===== src/rtl/disp_digit_writer_pkg.sv =====
// Shared definitions for the digit display writer: write-port polarity,
// display buffer geometry, default blank code and the writer FSM encoding.
package disp_digit_writer_pkg;

   // Write-port strobes are active low.
   localparam logic EN_ACT  = 1'b0;
   localparam logic EN_IDLE = 1'b1;

   // Display buffer geometry.
   localparam int ADR_W = 7;
   localparam int DIG_W = 4;

   // Digit code used for blanked leading zeros.
   localparam logic [DIG_W-1:0] BLANK_CODE_DEF = 4'hF;

   // Writer FSM states.
   typedef enum logic [2:0] {
      S_IDLE    = 3'd0,
      S_CONV    = 3'd1,
      S_WAIT_VS = 3'd2,
      S_WRITE   = 3'd3,
      S_DONE    = 3'd4
   } wr_state_e;

endpackage


===== src/rtl/disp_digit_writer_bin2bcd_iter.sv =====
// Iterative double-dabble binary to BCD converter.
// start_i loads the value and clears the BCD accumulator; the next VAL_W
// cycles each perform one add-3/shift step. done_o is high during the final
// step, and bcd_o shows the value the accumulator takes at the next edge,
// so the final result is visible in the same cycle as done_o and is held
// afterwards.
module bin2bcd_iter #(
   parameter int VAL_W   = 20,
   parameter int BCD_DIG = 7
) (
   input  logic                   disp_clk,
   input  logic                   rst_disp_n,
   input  logic                   start_i,
   input  logic [VAL_W-1:0]       value_i,
   output logic                   busy_o,
   output logic                   done_o,
   output logic [4*BCD_DIG-1:0]   bcd_o
);

   localparam int CNT_W = $clog2(VAL_W + 1);

   logic [4*BCD_DIG-1:0] bcd_q, bcd_d, adj;
   logic [VAL_W-1:0]     sh_q, sh_d;
   logic [CNT_W-1:0]     cnt_q, cnt_d;
   logic                 busy_q, busy_d;

   // One double-dabble step per cycle while busy; start reloads everything.
   always_comb begin
      adj    = bcd_q;
      bcd_d  = bcd_q;
      sh_d   = sh_q;
      cnt_d  = cnt_q;
      busy_d = busy_q;
      done_o = 1'b0;
      for (int i = 0; i < BCD_DIG; i++) begin
         if (bcd_q[4*i +: 4] >= 4'd5) begin
            adj[4*i +: 4] = bcd_q[4*i +: 4] + 4'd3;
         end
      end
      if (start_i) begin
         bcd_d  = '0;
         sh_d   = value_i;
         cnt_d  = '0;
         busy_d = 1'b1;
      end else if (busy_q) begin
         bcd_d = {adj[4*BCD_DIG-2:0], sh_q[VAL_W-1]};
         sh_d  = {sh_q[VAL_W-2:0], 1'b0};
         cnt_d = cnt_q + CNT_W'(1);
         if (cnt_q == CNT_W'(VAL_W - 1)) begin
            busy_d = 1'b0;
            done_o = 1'b1;
         end
      end
   end

   // Converter state registers.
   always_ff @(posedge disp_clk or negedge rst_disp_n) begin
      if (!rst_disp_n) begin
         bcd_q  <= '0;
         sh_q   <= '0;
         cnt_q  <= '0;
         busy_q <= 1'b0;
      end else begin
         bcd_q  <= bcd_d;
         sh_q   <= sh_d;
         cnt_q  <= cnt_d;
         busy_q <= busy_d;
      end
   end

   assign busy_o = busy_q;
   assign bcd_o  = bcd_d;

endmodule


===== src/rtl/disp_digit_writer.sv =====
// Digit display writer: converts a binary value to BCD and streams one
// write per digit (most significant first) into consecutive display buffer
// addresses, with optional leading-zero blanking and saturation to all 9s.
//
// Handshake: i_req is sampled only in IDLE; the cycle it is seen high is the
// accept cycle. o_busy is high from the next cycle up to and including the
// o_done pulse; requests while busy are dropped. Every output is a register
// loaded from the next-state decode, so the outputs line up with the state.
module disp_digit_writer
   import disp_digit_writer_pkg::*;
#(
   parameter int         VAL_W      = 20,
   parameter int         BCD_DIG    = 7,
   parameter int         MAX_DISP   = 128,
   parameter logic [3:0] BLANK_CODE = BLANK_CODE_DEF,
   parameter bit         SYNC_TO_VS = 1'b1
) (
   input  logic             disp_clk,
   input  logic             rst_disp_n,
   input  logic             i_sync_vs,
   input  logic             i_req,
   input  logic [VAL_W-1:0] i_value,
   input  logic [6:0]       i_base_adr,
   input  logic [3:0]       i_num_dig,
   input  logic             i_lz_blank,
   output logic             o_busy,
   output logic             o_done,
   output logic             o_disp_wen,
   output logic             o_disp_men,
   output logic [6:0]       o_disp_adr,
   output logic [3:0]       o_disp_d
);

   wr_state_e            state_q, state_d;
   logic [3:0]           k_q, k_d;
   logic [ADR_W-1:0]     base_q;
   logic [3:0]           n_q;
   logic                 lz_q;
   logic                 vs_q;

   logic                 conv_start, conv_busy, conv_done;
   logic [4*BCD_DIG-1:0] bcd;
   logic                 vs_fall;
   logic [3:0]           n_clamp;

   logic [3:0]           pos, nib, msd, code;
   logic                 sat;
   logic [ADR_W:0]       adr_sum;
   logic                 adr_ok;

   logic                 busy_q, done_q, wen_q, men_q;
   logic [ADR_W-1:0]     adr_q;
   logic [DIG_W-1:0]     dig_q;

   assign conv_start = (state_q == S_IDLE) && i_req;
   assign vs_fall    = vs_q && !i_sync_vs;

   bin2bcd_iter #(
      .VAL_W   (VAL_W),
      .BCD_DIG (BCD_DIG)
   ) u_bin2bcd (
      .disp_clk   (disp_clk),
      .rst_disp_n (rst_disp_n),
      .start_i    (conv_start),
      .value_i    (i_value),
      .busy_o     (conv_busy),
      .done_o     (conv_done),
      .bcd_o      (bcd)
   );

   // Clamp the requested digit count into 1..BCD_DIG.
   always_comb begin
      if (i_num_dig == 4'd0) begin
         n_clamp = 4'd1;
      end else if (i_num_dig > 4'(BCD_DIG)) begin
         n_clamp = 4'(BCD_DIG);
      end else begin
         n_clamp = i_num_dig;
      end
   end

   // Next-state and digit index.
   always_comb begin
      state_d = state_q;
      k_d     = k_q;
      unique case (state_q)
         S_IDLE: begin
            if (i_req) state_d = S_CONV;
         end
         S_CONV: begin
            if (conv_done) begin
               state_d = SYNC_TO_VS ? S_WAIT_VS : S_WRITE;
               k_d     = '0;
            end else if (!conv_busy) begin
               // Converter lost its run (cannot happen in normal operation).
               state_d = S_IDLE;
            end
         end
         S_WAIT_VS: begin
            if (vs_fall) begin
               state_d = S_WRITE;
               k_d     = '0;
            end
         end
         S_WRITE: begin
            if (k_q == n_q - 4'd1) begin
               state_d = S_DONE;
            end else begin
               k_d = k_q + 4'd1;
            end
         end
         S_DONE: begin
            state_d = S_IDLE;
         end
         default: begin
            state_d = S_IDLE;
         end
      endcase
   end

   // Digit code and address for the write issued in the next cycle (index k_d).
   // The BCD view is the converter's next value, so the first write can
   // leave straight out of the last conversion step.
   always_comb begin
      sat = 1'b0;
      msd = '0;
      nib = '0;
      pos = n_q - 4'd1 - k_d;
      for (int i = 0; i < BCD_DIG; i++) begin
         if (bcd[4*i +: 4] != 4'd0) begin
            msd = 4'(i);
            if (4'(i) >= n_q) sat = 1'b1;
         end
         if (4'(i) == pos) nib = bcd[4*i +: 4];
      end
      if (sat) begin
         code = 4'd9;
      end else if (lz_q && (pos > msd)) begin
         code = BLANK_CODE;
      end else begin
         code = nib;
      end
      // The address wraps mod 128, but a run that walks past the end of the
      // buffer is suppressed: validity is judged on the unwrapped sum.
      adr_sum = {1'b0, base_q} + {4'd0, k_d};
      adr_ok  = ({24'd0, adr_sum} < 32'(MAX_DISP));
   end

   // FSM state, digit index and request parameters latched at accept.
   always_ff @(posedge disp_clk or negedge rst_disp_n) begin
      if (!rst_disp_n) begin
         state_q <= S_IDLE;
         k_q     <= '0;
         base_q  <= '0;
         n_q     <= 4'd1;
         lz_q    <= 1'b0;
      end else begin
         state_q <= state_d;
         k_q     <= k_d;
         if (conv_start) begin
            base_q <= i_base_adr;
            n_q    <= n_clamp;
            lz_q   <= i_lz_blank;
         end
      end
   end

   // Vertical sync history for falling-edge detection.
   always_ff @(posedge disp_clk or negedge rst_disp_n) begin
      if (!rst_disp_n) begin
         vs_q <= 1'b0;
      end else begin
         vs_q <= i_sync_vs;
      end
   end

   // Registered outputs; address and data hold outside WRITE.
   always_ff @(posedge disp_clk or negedge rst_disp_n) begin
      if (!rst_disp_n) begin
         busy_q <= 1'b0;
         done_q <= 1'b0;
         wen_q  <= EN_IDLE;
         men_q  <= EN_IDLE;
         adr_q  <= '0;
         dig_q  <= '0;
      end else begin
         busy_q <= (state_d != S_IDLE);
         done_q <= (state_d == S_DONE);
         if (state_d == S_WRITE) begin
            adr_q <= adr_sum[ADR_W-1:0];
            dig_q <= code;
            wen_q <= adr_ok ? EN_ACT : EN_IDLE;
            men_q <= adr_ok ? EN_ACT : EN_IDLE;
         end else begin
            wen_q <= EN_IDLE;
            men_q <= EN_IDLE;
         end
      end
   end

   assign o_busy     = busy_q;
   assign o_done     = done_q;
   assign o_disp_wen = wen_q;
   assign o_disp_men = men_q;
   assign o_disp_adr = adr_q;
   assign o_disp_d   = dig_q;

endmodule


===== config.mk =====
export PLATFORM = sky130hd
export DESIGN_NAME = disp_digit_writer
export DESIGN_NICKNAME = d
export VERILOG_FILES = /design/src/rtl/disp_digit_writer_pkg.sv /design/src/rtl/disp_digit_writer_bin2bcd_iter.sv /design/src/rtl/disp_digit_writer.sv
export SDC_FILE = /design/constraint.sdc
export NUM_CORES = 1
export LEC_CHECK = 0
export CORE_MARGIN = 3
export CORE_UTILIZATION = 33
export DETAILED_ROUTE_END_ITERATION = 7
export PLACE_DENSITY = 0.53
export SKIP_LAST_GASP = 1
export SYNTH_ARGS = -nofsm -noshare
export SYNTH_HDL_FRONTEND = slang
export SYNTH_SLANG_ARGS = --single-unit

===== constraint.sdc =====
create_clock -name disp_clk -period 4.65 [get_ports disp_clk]
set_input_delay 1.395 -clock disp_clk [delete_from_list [all_inputs] [get_ports disp_clk]]
set_output_delay 1.395 -clock disp_clk [all_outputs]
set_load 0.02 [all_outputs]

==> summary.txt, run 1 <==
Top cell type's share of synthesized area: 38.5%
All-Layer GR Usage: 15.6%
Final setup viols: 0
DIE AREA: 18500 µm²
Layout cells sized above 1: 11.3%
Number of global-route vias before repair: 4620
Die height: 136 µm
Grt ovf: 0
Longest Clk Path Bufs: 2
Worst slew pin tran: 950 ps
Initial core utilization: 34.4%
Post-CTS setup buffer count: 0
Cells on worst reg2reg path: 16
Drc violations: 0
Die X: 136 µm
Final WL: 13.6 mm
Dpl cells: 880
Cell area after synthesis: 5590 µm²
Fin nets: 743
Mean Syn Cell Area: 9.11 µm²
Initial drt markers: 250
Total CTS buffers: 9
CP Class: primary input to flop
Asr flop ratio synth: 100%
Crit share post-route: 94.4%
Max Slew Vio Count: 0
Register area share after synthesis: 39.5%
CTS tree: done
H-Tree Level Count: 3
Clock root buffer: clkbuf_16
Hold path depth: 2
Via count: 4617
Via density: 5.15
Syn_nets: 681
PostCTS Resize Cnt: 0
Clock Latency Late Sink: 340 ps
Post-synth top cells: nand2_1, dfrtp_1, o21ai_0
Final HPWL DP: 9.95 mm
Synth Instances: 613
CP Cell Sequence: clkdlybuf4s50_1 > nor2b_2 > o21ai_0 > a21oi_1 > nand2_1 > mux2_2 > ha_1 > inv_1 > fa_1 > ha_1 > a21o_1 > a21oi_1 > a31oi_1 > inv_1 > a21boi_1 > o32a_1
Unrepaired setup endpoints after global routing: false
Routed len/inst: 15.2 µm
Worst min path class: flop to flop
TritonCTS Sinks: 88
Fin crit period: 4390 ps
Pre-Repair DR Iteration Count: 4
Flops & latches, synth: 88
Critical Path RT: 4870 ps
Core area: 16200 µm²
Status: complete, no violations
Clk slew on worst S/H paths: 60 ps
Unique masters post-synth: 81
Std cell rows: 46
Crit. End Element: flop
Register-to-Register Setup Slack: 400 ps
ANT cells: 0
CP max-delay cell: fa_1
Slew margin rel.: 36.7%
Crit path DAT: 4620 ps
Post-DRT Antenna Nets: 0
Main area contributors after synthesis: dfrtp_1, ha_1, nand2_1
Largest net degree at the start of global routing: 75
Initial antenna violation count: 0
Number of synthesized flops with an enable pin: 0
GPL Wtd Cong: 0.845
Io pins: 51
Dominant synthesized flop cell: dfrtp_1
Finished Layout Cells: 896
Setup Skew: 3.89 ps
Max-cap violations: 0
First-pass GRT wire length: 23.2 mm
Synthesis Warnings: 0
Hold_buf cts: 0
FMAX: 228 MHz
Cell taking the most area after synthesis: dfrtp_1
Top fanout value on the critical path: 4
Layout area overhead: 21.8%
CP max stage delay: 450 ps
Port-buffer cells: 50
CP Launch Type: primary input
Top-count cell post-synth: nand2_1
Count of final hold-check violations: 0
## state kept, by name, indices dropped and copies added, names as in the netlist, 3 cells and up
register	flops
base_q	7
o_disp_adr	7
state_q	3
k_q	4
u_bin2bcd.sh_q	20
u_bin2bcd.bcd_q	28
u_bin2bcd.cnt_q	5
o_disp_d	4
n_q	4
## logic make-up after synthesis
family,after synthesis,synth area share [%]
compound gates,151,18.8
xor+xnor,18,3.07
fa+ha+maj,32,7.44
buf+inv,74,5.60
flops,88,39.5
mux,34,6.61
simple gates,216,19.0
## cell type report
cell class | count | area, µm²
Multi-Input combinational cell | 451 | 3080
Fill cell | 1605 | 9420
Inverter | 42 | 158
Tap cell | 216 | 270
Sequential cell | 88 | 2210
Timing Repair Buffer | 83 | 774
Clock buffer | 10 | 229
Clock inverter | 6 | 92.6
## per-stage QoR
step                cell area, µm²  setup TNS, ps  hold slack, ps  setup WS [ps]  utilization [%]
floorplan                     5590              0             439            215                -
global placement              6470           -472             465           -144             39.9
detailed placement            6470           -668             462           -188             39.9
CTS                           6800              0             481            160             41.9
global route                  6810              0             492          0.935             41.9
finish                        6810              0             479            258             41.9
## final timing paths
check / end / from
setup / recovery: o_disp_d[0]$_DFFE_PN0N_ / i_sync_vs
hold / removal: lz_q$_DFFE_PN0N_ / lz_q$_DFFE_PN0N_
setup reg to reg: o_disp_d[3]$_DFFE_PN0N_ / n_q[0]$_DFFE_PN1N_
hold reg to reg: lz_q$_DFFE_PN0N_ / lz_q$_DFFE_PN0N_
max in group asynchronous: u_bin2bcd.sh_q[4]$_DFFE_PN0P_ / rst_disp_n
min in group asynchronous: u_bin2bcd.cnt_q[2]$_DFFE_PN0P_ / rst_disp_n
## critical path, delay by kind of cell
kind	cells	cell delay [ps]
adders and majority gates	3	980
and+or+nand+nor	2	240
AOI/OAI and AO/OA	7	1130
buffers and inverters	3	560
muxes	1	300
## layout by cell type (no fill, tap or decap), types with 3 or more instances in the layout
cell             count
nand2_1             89
dfrtp_1             85
clkdlybuf4s50_1     49
o21ai_0             47
inv_1               41
nor2_1              40
buf_4               31
ha_1                30
mux2i_1             29
a21oi_1             23
nand3_1             12
xnor2_1             11
nor3_1              10
nand4_1              9
nand2b_1             9
clkbuf_16            9
nor2b_1              7
and3_1               7
a31oi_1              7
xor2_1               6
and2_1               6
o211ai_1             5
o21ai_1              5
o22ai_1              5
or3_1                5
a211oi_1             4
nor3b_1              4
a2111o_1             4
mux2_2               3
a2111oi_0            3
a21o_1               3
## per-layer routing
layer	global-route usage (%)	vias up	routed length [µm]	part of all wire, %
li1	-	2300	-	-
met1	22.0	2215	6750	50
met2	24.6	91	6180	45
met3	2.89	11	527	3.9
met4	4.20	0	165	1.2
met5	0	-	0	0
Power of run 1 is not shown: default switching activity piles up to over one toggle a cycle in this logic, so the estimate is an artifact.
==> inputs of run 2 (changes only) <==
--- a/config.mk
+++ b/config.mk
@@ -5,10 +5,12 @@
 export SDC_FILE = /design/constraint.sdc
 export NUM_CORES = 1
 export LEC_CHECK = 0
+export ABC_AREA = 1
 export CORE_MARGIN = 3
 export CORE_UTILIZATION = 33
 export DETAILED_ROUTE_END_ITERATION = 7
 export PLACE_DENSITY = 0.53
+export SETUP_SLACK_MARGIN = 0.05
 export SKIP_LAST_GASP = 1
 export SYNTH_ARGS = -nofsm -noshare
 export SYNTH_HDL_FRONTEND = slang
==> summary.txt, run 2 <==
Status: complete, no violations
Pre-Repair DR Iteration Count: 5
Final WL: 14.0 mm
All-Layer GR Usage: 16.2%
CP Launch Type: primary input
Unique masters post-synth: 36
Top cell type's share of synthesized area: 39.6%
Worst slew pin tran: 854 ps
Top fanout value on the critical path: 4
Max Slew Vio Count: 0
Count of final hold-check violations: 0
Via count: 4961
Top-count cell post-synth: nand2_1
Register-to-Register Setup Slack: 670 ps
Largest regs: u_bin2bcd.bcd_q (28), u_bin2bcd.sh_q (20)
Fin nets: 860
Max-cap violations: 0
Critical Path RT: 4880 ps
Longest Clk Path Bufs: 2
Hold_ws: 471 ps
Number of synthesized flops with an enable pin: 0
Port-buffer cells: 50
Post-DRT Antenna Nets: 0
Setup Skew: 9.56 ps
Final setup viols: 0
Most common library cell in the layout ignoring fill and taps: nand2_1
Fin crit period: 4350 ps
Die height: 134 µm
Grt ovf: 0
Reg with most FFs: u_bin2bcd.bcd_q
Worst min path class: flop to flop
Clk slew on worst S/H paths: 60 ps
Dominant synthesized flop cell: dfrtp_1
Initial core utilization: 33.9%
Register area share after synthesis: 40.6%
Clock root buffer: clkbuf_16
CP Class: primary input to flop
Final core occ: 41.2%
Core area: 16000 µm²
Largest net degree at the start of global routing: 67
First-pass GRT wire length: 23.9 mm
Initial antenna violation count: 0
Number of global-route vias before repair: 4912
GPL Wtd Cong: 0.894
Synth Instances: 735
Via density: 4.90
FMAX: 230 MHz
Largest register FFs: 28
Cell taking the most area after synthesis: dfrtp_1
TritonCTS Sinks: 88
Flops & latches, synth: 88
Fillcell total: 1686
DIE AREA: 18000 µm²
Syn_nets: 803
Pleak: 3.27 nW
Crit. End Element: flop
Pwr dens: 717 nW/µm²
Layout cells sized above 1: 7.53%
Crit share post-route: 93.5%
Asr flop ratio synth: 100%
Main area contributors after synthesis: dfrtp_1, nand2_1, inv_1
Synthesis Warnings: 0
Cell area after synthesis: 5430 µm²
CTS tree: done
Io pins: 51
H-Tree Level Count: 3
Post-synth top cells: nand2_1, inv_1, dfrtp_1
Total CTS buffers: 9
Mean Syn Cell Area: 7.38 µm²
Drc violations: 0
ANT cells: 0
Die X: 134 µm
Unrepaired setup endpoints after global routing: true
Clock Latency Late Sink: 340 ps
Final HPWL DP: 10.5 mm
Crit path DAT: 4570 ps
Initial drt markers: 379
Finished Layout Cells: 1013
Most frequent cells in the layout: nand2_1, inv_1, dfrtp_1
Dpl cells: 996
Std cell rows: 46
Layout area overhead: 21.5%
Routed len/inst: 13.9 µm
Slew margin rel.: 43.0%
Worst VDD drop: 0.456 mV
[run 2: cell count changes after synthesis, moves of 11 or more]
| cell | change |
|---|---|
| nand2_1 | +108 |
| inv_1 | +70 |
| nand3_1 | +51 |
| mux2i_1 | -29 |
| a21oi_1 | +12 |
| nand4_1 | +11 |
[run 2: cell type report]
class / count / area, µm² / share of cell area [%]
multi-input cells: 510 / 2720 / 41.2
flip-flops and latches: 88 / 2200 / 33.4
repair buffers: 69 / 666 / 10.1
inverters: 114 / 428 / 6.49
well taps: 216 / 270 / 4.10
clock buffers: 11 / 243 / 3.68
clock inverters: 5 / 63.8 / 0.968
[run 2: final timing paths]
check                                           from                              to  cells after the start
min in group asynchronous                 rst_disp_n  u_bin2bcd.cnt_q[4]$_DFFE_PN0P_                      1
hold reg to reg            o_disp_adr[0]$_DFFE_PN0N_       o_disp_adr[0]$_DFFE_PN0N_                      2
setup reg to reg                  n_q[0]$_DFFE_PN1N_         o_disp_d[1]$_DFFE_PN0N_                     29
hold / removal             o_disp_adr[0]$_DFFE_PN0N_       o_disp_adr[0]$_DFFE_PN0N_                      2
setup / recovery                           i_sync_vs         o_disp_d[1]$_DFFE_PN0N_                     23
max in group asynchronous                 rst_disp_n                o_done$_DFF_PN0_                      2
[run 2: metrics by stage]
stage | power [mW] | instance area (µm²) | worst slack (ps) | TNS, ps
6_report | 4.73 | 6600 | 305 | 0
3_3_place_gp | 3.89 | 6260 | 28.7 | 0
5_1_grt | 5.20 | 6600 | 24.6 | 0
4_1_cts | 4.73 | 6560 | 163 | 0
3_5_place_dp | 3.96 | 6260 | -201 | -707
2_1_floorplan | 3.06 | 5430 | 501 | 0
[run 2: metal layers]
| metal | GRT usage [%] | vias to the layer above | wire (µm) |
|---|---|---|---|
| met4 | 5.32 | 0 | 267 |
| met5 | 0 | - | 0 |
| li1 | - | 2501 | - |
| met1 | 22.4 | 2341 | 6830 |
| met2 | 26.3 | 102 | 6460 |
| met3 | 2.25 | 17 | 479 |
[run 2: repair_timing]
item                       CTS  global route
hold buffers                 0             0
setup endpoints to repair    0             4
gates resized for setup      0             4
buffers inserted             0             1
[run 2: critical path, stage by stage]
cell and delay [ps]:
clkdlybuf4s50_1 480, nor2_1 70, o31ai_2 280, nor2_1 110, nand2_1 100, o21ai_0 80
inv_1 90, ha_1 170, inv_1 50, fa_1 400, xnor2_2 170, inv_1 80
ha_1 310, inv_1 60, nor2_1 40, o21ai_0 160, nand2_1 80, nand2_1 110
nand2_1 70, inv_1 50, nand4_1 90, nand2_1 70, nand2_1 50
[run 2: report_power, final]
group | internal (mW) | switching (mW)
logic | 1.05 | 1.76
clock network | 0.435 | 0.309
registers | 1.02 | 0.160
[run 2: cells by family (layout without fill, tap and decap cells)]
kind of cell             Yosys count  in the layout  share of synthesized area, %
AO/OA/AOI/OAI                    110            110                          11.7
adder cells (fa/ha/maj)           32             32                          7.65
buffers and inverters            137            199                          9.70
flip-flops                        88             88                          40.6
AND/OR/NAND/NOR                  359            359                          28.9
XOR/XNOR                           9              9                          1.45
Note: power is estimated with default switching activity, not from simulation.
==> inputs of run 3 (changes only) <==
--- a/config.mk
+++ b/config.mk
@@ -9,6 +9,7 @@
 export CORE_MARGIN = 3
 export CORE_UTILIZATION = 33
 export DETAILED_ROUTE_END_ITERATION = 7
+export MAX_ROUTING_LAYER = met4
 export PLACE_DENSITY = 0.53
 export SETUP_SLACK_MARGIN = 0.05
 export SKIP_LAST_GASP = 1
==> summary.txt, run 3 (synthesis gave the netlist of run 2 again) <==
Longest Clk Path Bufs: 2
Register-to-Register Setup Slack: 680 ps
CTS tree: done
Largest regs: u_bin2bcd.bcd_q (28), u_bin2bcd.sh_q (20)
CP max-delay cell: clkdlybuf4s50_1
Power Total: 4.72 mW
Worst slew pin tran: 849 ps
Drc violations: 0
Post-DRT Antenna Nets: 0
Layout area overhead: 21.0%
Final setup viols: 0
Core area: 16000 µm²
Initial core utilization: 33.9%
Top fanout value on the critical path: 4
Setup slack at placement: -139 ps
Pre-Repair DR Iteration Count: 5
Sequential Power Share: 24.9%
Clk slew on worst S/H paths: 60 ps
Sw frac: 47.3%
Worst VDD drop: 0.454 mV
Crit path top cell by count: nand2_1
Routed len/inst: 13.9 µm
FMAX: 232 MHz
Total CTS buffers: 9
Via density: 4.87
H-Tree Level Count: 3
Clock power frac: 15.3%
All-Layer GR Usage: 16.5%
Std cell rows: 46
Layout cells sized above 1: 7.30%
Final WL: 14.0 mm
Number of global-route vias before repair: 4770
Slew margin rel.: 43.4%
Most frequent cells in the layout: nand2_1, inv_1, dfrtp_1
TNS Setup: 0 ps
Max Slew Vio Count: 0
ANT cells: 0
Crit. End Element: flop
Critical Path RT: 4880 ps
Hold path depth: 2
Die height: 134 µm
Via count: 4928
Internal Power: 2.49 mW
Most common library cell in the layout ignoring fill and taps: nand2_1
Clock Latency Late Sink: 340 ps
Crit share post-route: 92.7%
Comb pwr share: 59.8%
Final HPWL DP: 10.4 mm
Largest net degree at the start of global routing: 67
DIE AREA: 18000 µm²
CP Cell Sequence: clkdlybuf4s50_1 > nor2_2 > o31ai_2 > nor2_1 > nand2_1 > o21ai_1 > inv_1 > ha_1 > inv_1 > fa_1 > xnor2_1 > inv_1 > ha_1 > inv_1 > nor2_1 > o21ai_0 > nand2_1 > nand2_1 > nand2_1 > inv_1 > nand4_1 > nand2_1 > nand2_1
Cells on worst reg2reg path: 29
Initial antenna violation count: 0
TritonCTS Sinks: 88
Io pins: 51
Largest register FFs: 28
Initial drt markers: 375
Max-cap violations: 0
Pwr dens: 718 nW/µm²
CP max stage delay: 490 ps
GPL Wtd Cong: 0.892
Die X: 134 µm
Setup Skew: 5.19 ps
Switching power total: 2.23 mW
Status: complete, no violations
First-pass GRT wire length: 23.4 mm
Port-buffer cells: 50
Reg with most FFs: u_bin2bcd.bcd_q
Grt ovf: 0
Sequential cell area: 2200 µm²
CP Class: primary input to flop
Pleak: 3.25 nW
Unrepaired setup endpoints after global routing: true
Worst min path class: flop to flop
Hold_buf cts: 0
Crit path DAT: 4540 ps
Fillcell total: 1674
Count of final hold-check violations: 0
Fin crit period: 4310 ps
Multi-input logic area: 2720 µm²
Final WS setup: 340 ps
CP Launch Type: primary input
Clock root buffer: clkbuf_16
Fin nets: 859
==> run 3: cell count changes in the layout (fill, tap and decap cells not counted), sizes merged <==
cell,before,now
buf,20,19
clkbuf,11,12
clkinv,2,1
inv,115,114
==> run 3: critical path, delay by kind of cell <==
| kind | cells | cell delay, ps |
|---|---|---|
| compound gates | 3 | 480 |
| xor+xnor | 1 | 190 |
| fa+ha+maj | 3 | 850 |
| buf+inv | 6 | 840 |
| simple gates | 10 | 770 |
==> run 3: worst paths after layout <==
kind | start | endpoint
hold reg to reg | o_disp_adr[0]$_DFFE_PN0N_ | o_disp_adr[0]$_DFFE_PN0N_
setup / recovery | i_sync_vs | o_disp_d[1]$_DFFE_PN0N_
max in group asynchronous | rst_disp_n | state_q[0]$_DFF_PN0_
setup reg to reg | n_q[0]$_DFFE_PN1N_ | o_disp_d[1]$_DFFE_PN0N_
min in group asynchronous | rst_disp_n | u_bin2bcd.cnt_q[4]$_DFFE_PN0P_
hold / removal | o_disp_adr[0]$_DFFE_PN0N_ | o_disp_adr[0]$_DFFE_PN0N_
==> run 3: final cells by class <==
| type | count | share of cell area, % |
|---|---|---|
| repair buffers | 68 | 10.0 |
| well taps | 216 | 4.12 |
| inverters | 114 | 6.52 |
| clock buffers | 12 | 3.75 |
| multi-input cells | 510 | 41.4 |
| flip-flops and latches | 88 | 33.6 |
| clock inverters | 3 | 0.648 |
==> run 3: through the flow <==
stage / area, µm² / instances / hold WS (ps) / utilization, %
finish: 6570 / 1011 / 469 / 41.0
global route: 6570 / 1011 / 505 / 41.0
CTS: 6540 / 1010 / 474 / 40.9
detailed placement: 6250 / 995 / 458 / 39.1
global placement: 6250 / 995 / 453 / 39.1
floorplan: 5430 / 735 / 449 / -
==> run 3: power groups by stage <==
stage,combinational (mW),clock [mW],sequential (mW)
detailed placement,2.78,0,1.18
floorplan,1.86,0,1.20
CTS,2.80,0.746,1.17
global placement,2.72,0,1.18
global route,3.23,0.775,1.21
finish,2.82,0.721,1.17
==> run 3: layer usage <==
metal	part of all wire (%)	up-vias	GRT usage (%)
met5	0	-	-
met4	1.9	0	6.05
met3	2.9	19	1.99
met2	48	90	26.2
li1	-	2504	-
met1	48	2315	21.9
==> run 3: timing repair <==
action / in CTS / in global routing
setup buffers: 0 / 1
resized for setup: 0 / 6
setup endpoints to repair: 0 / 4
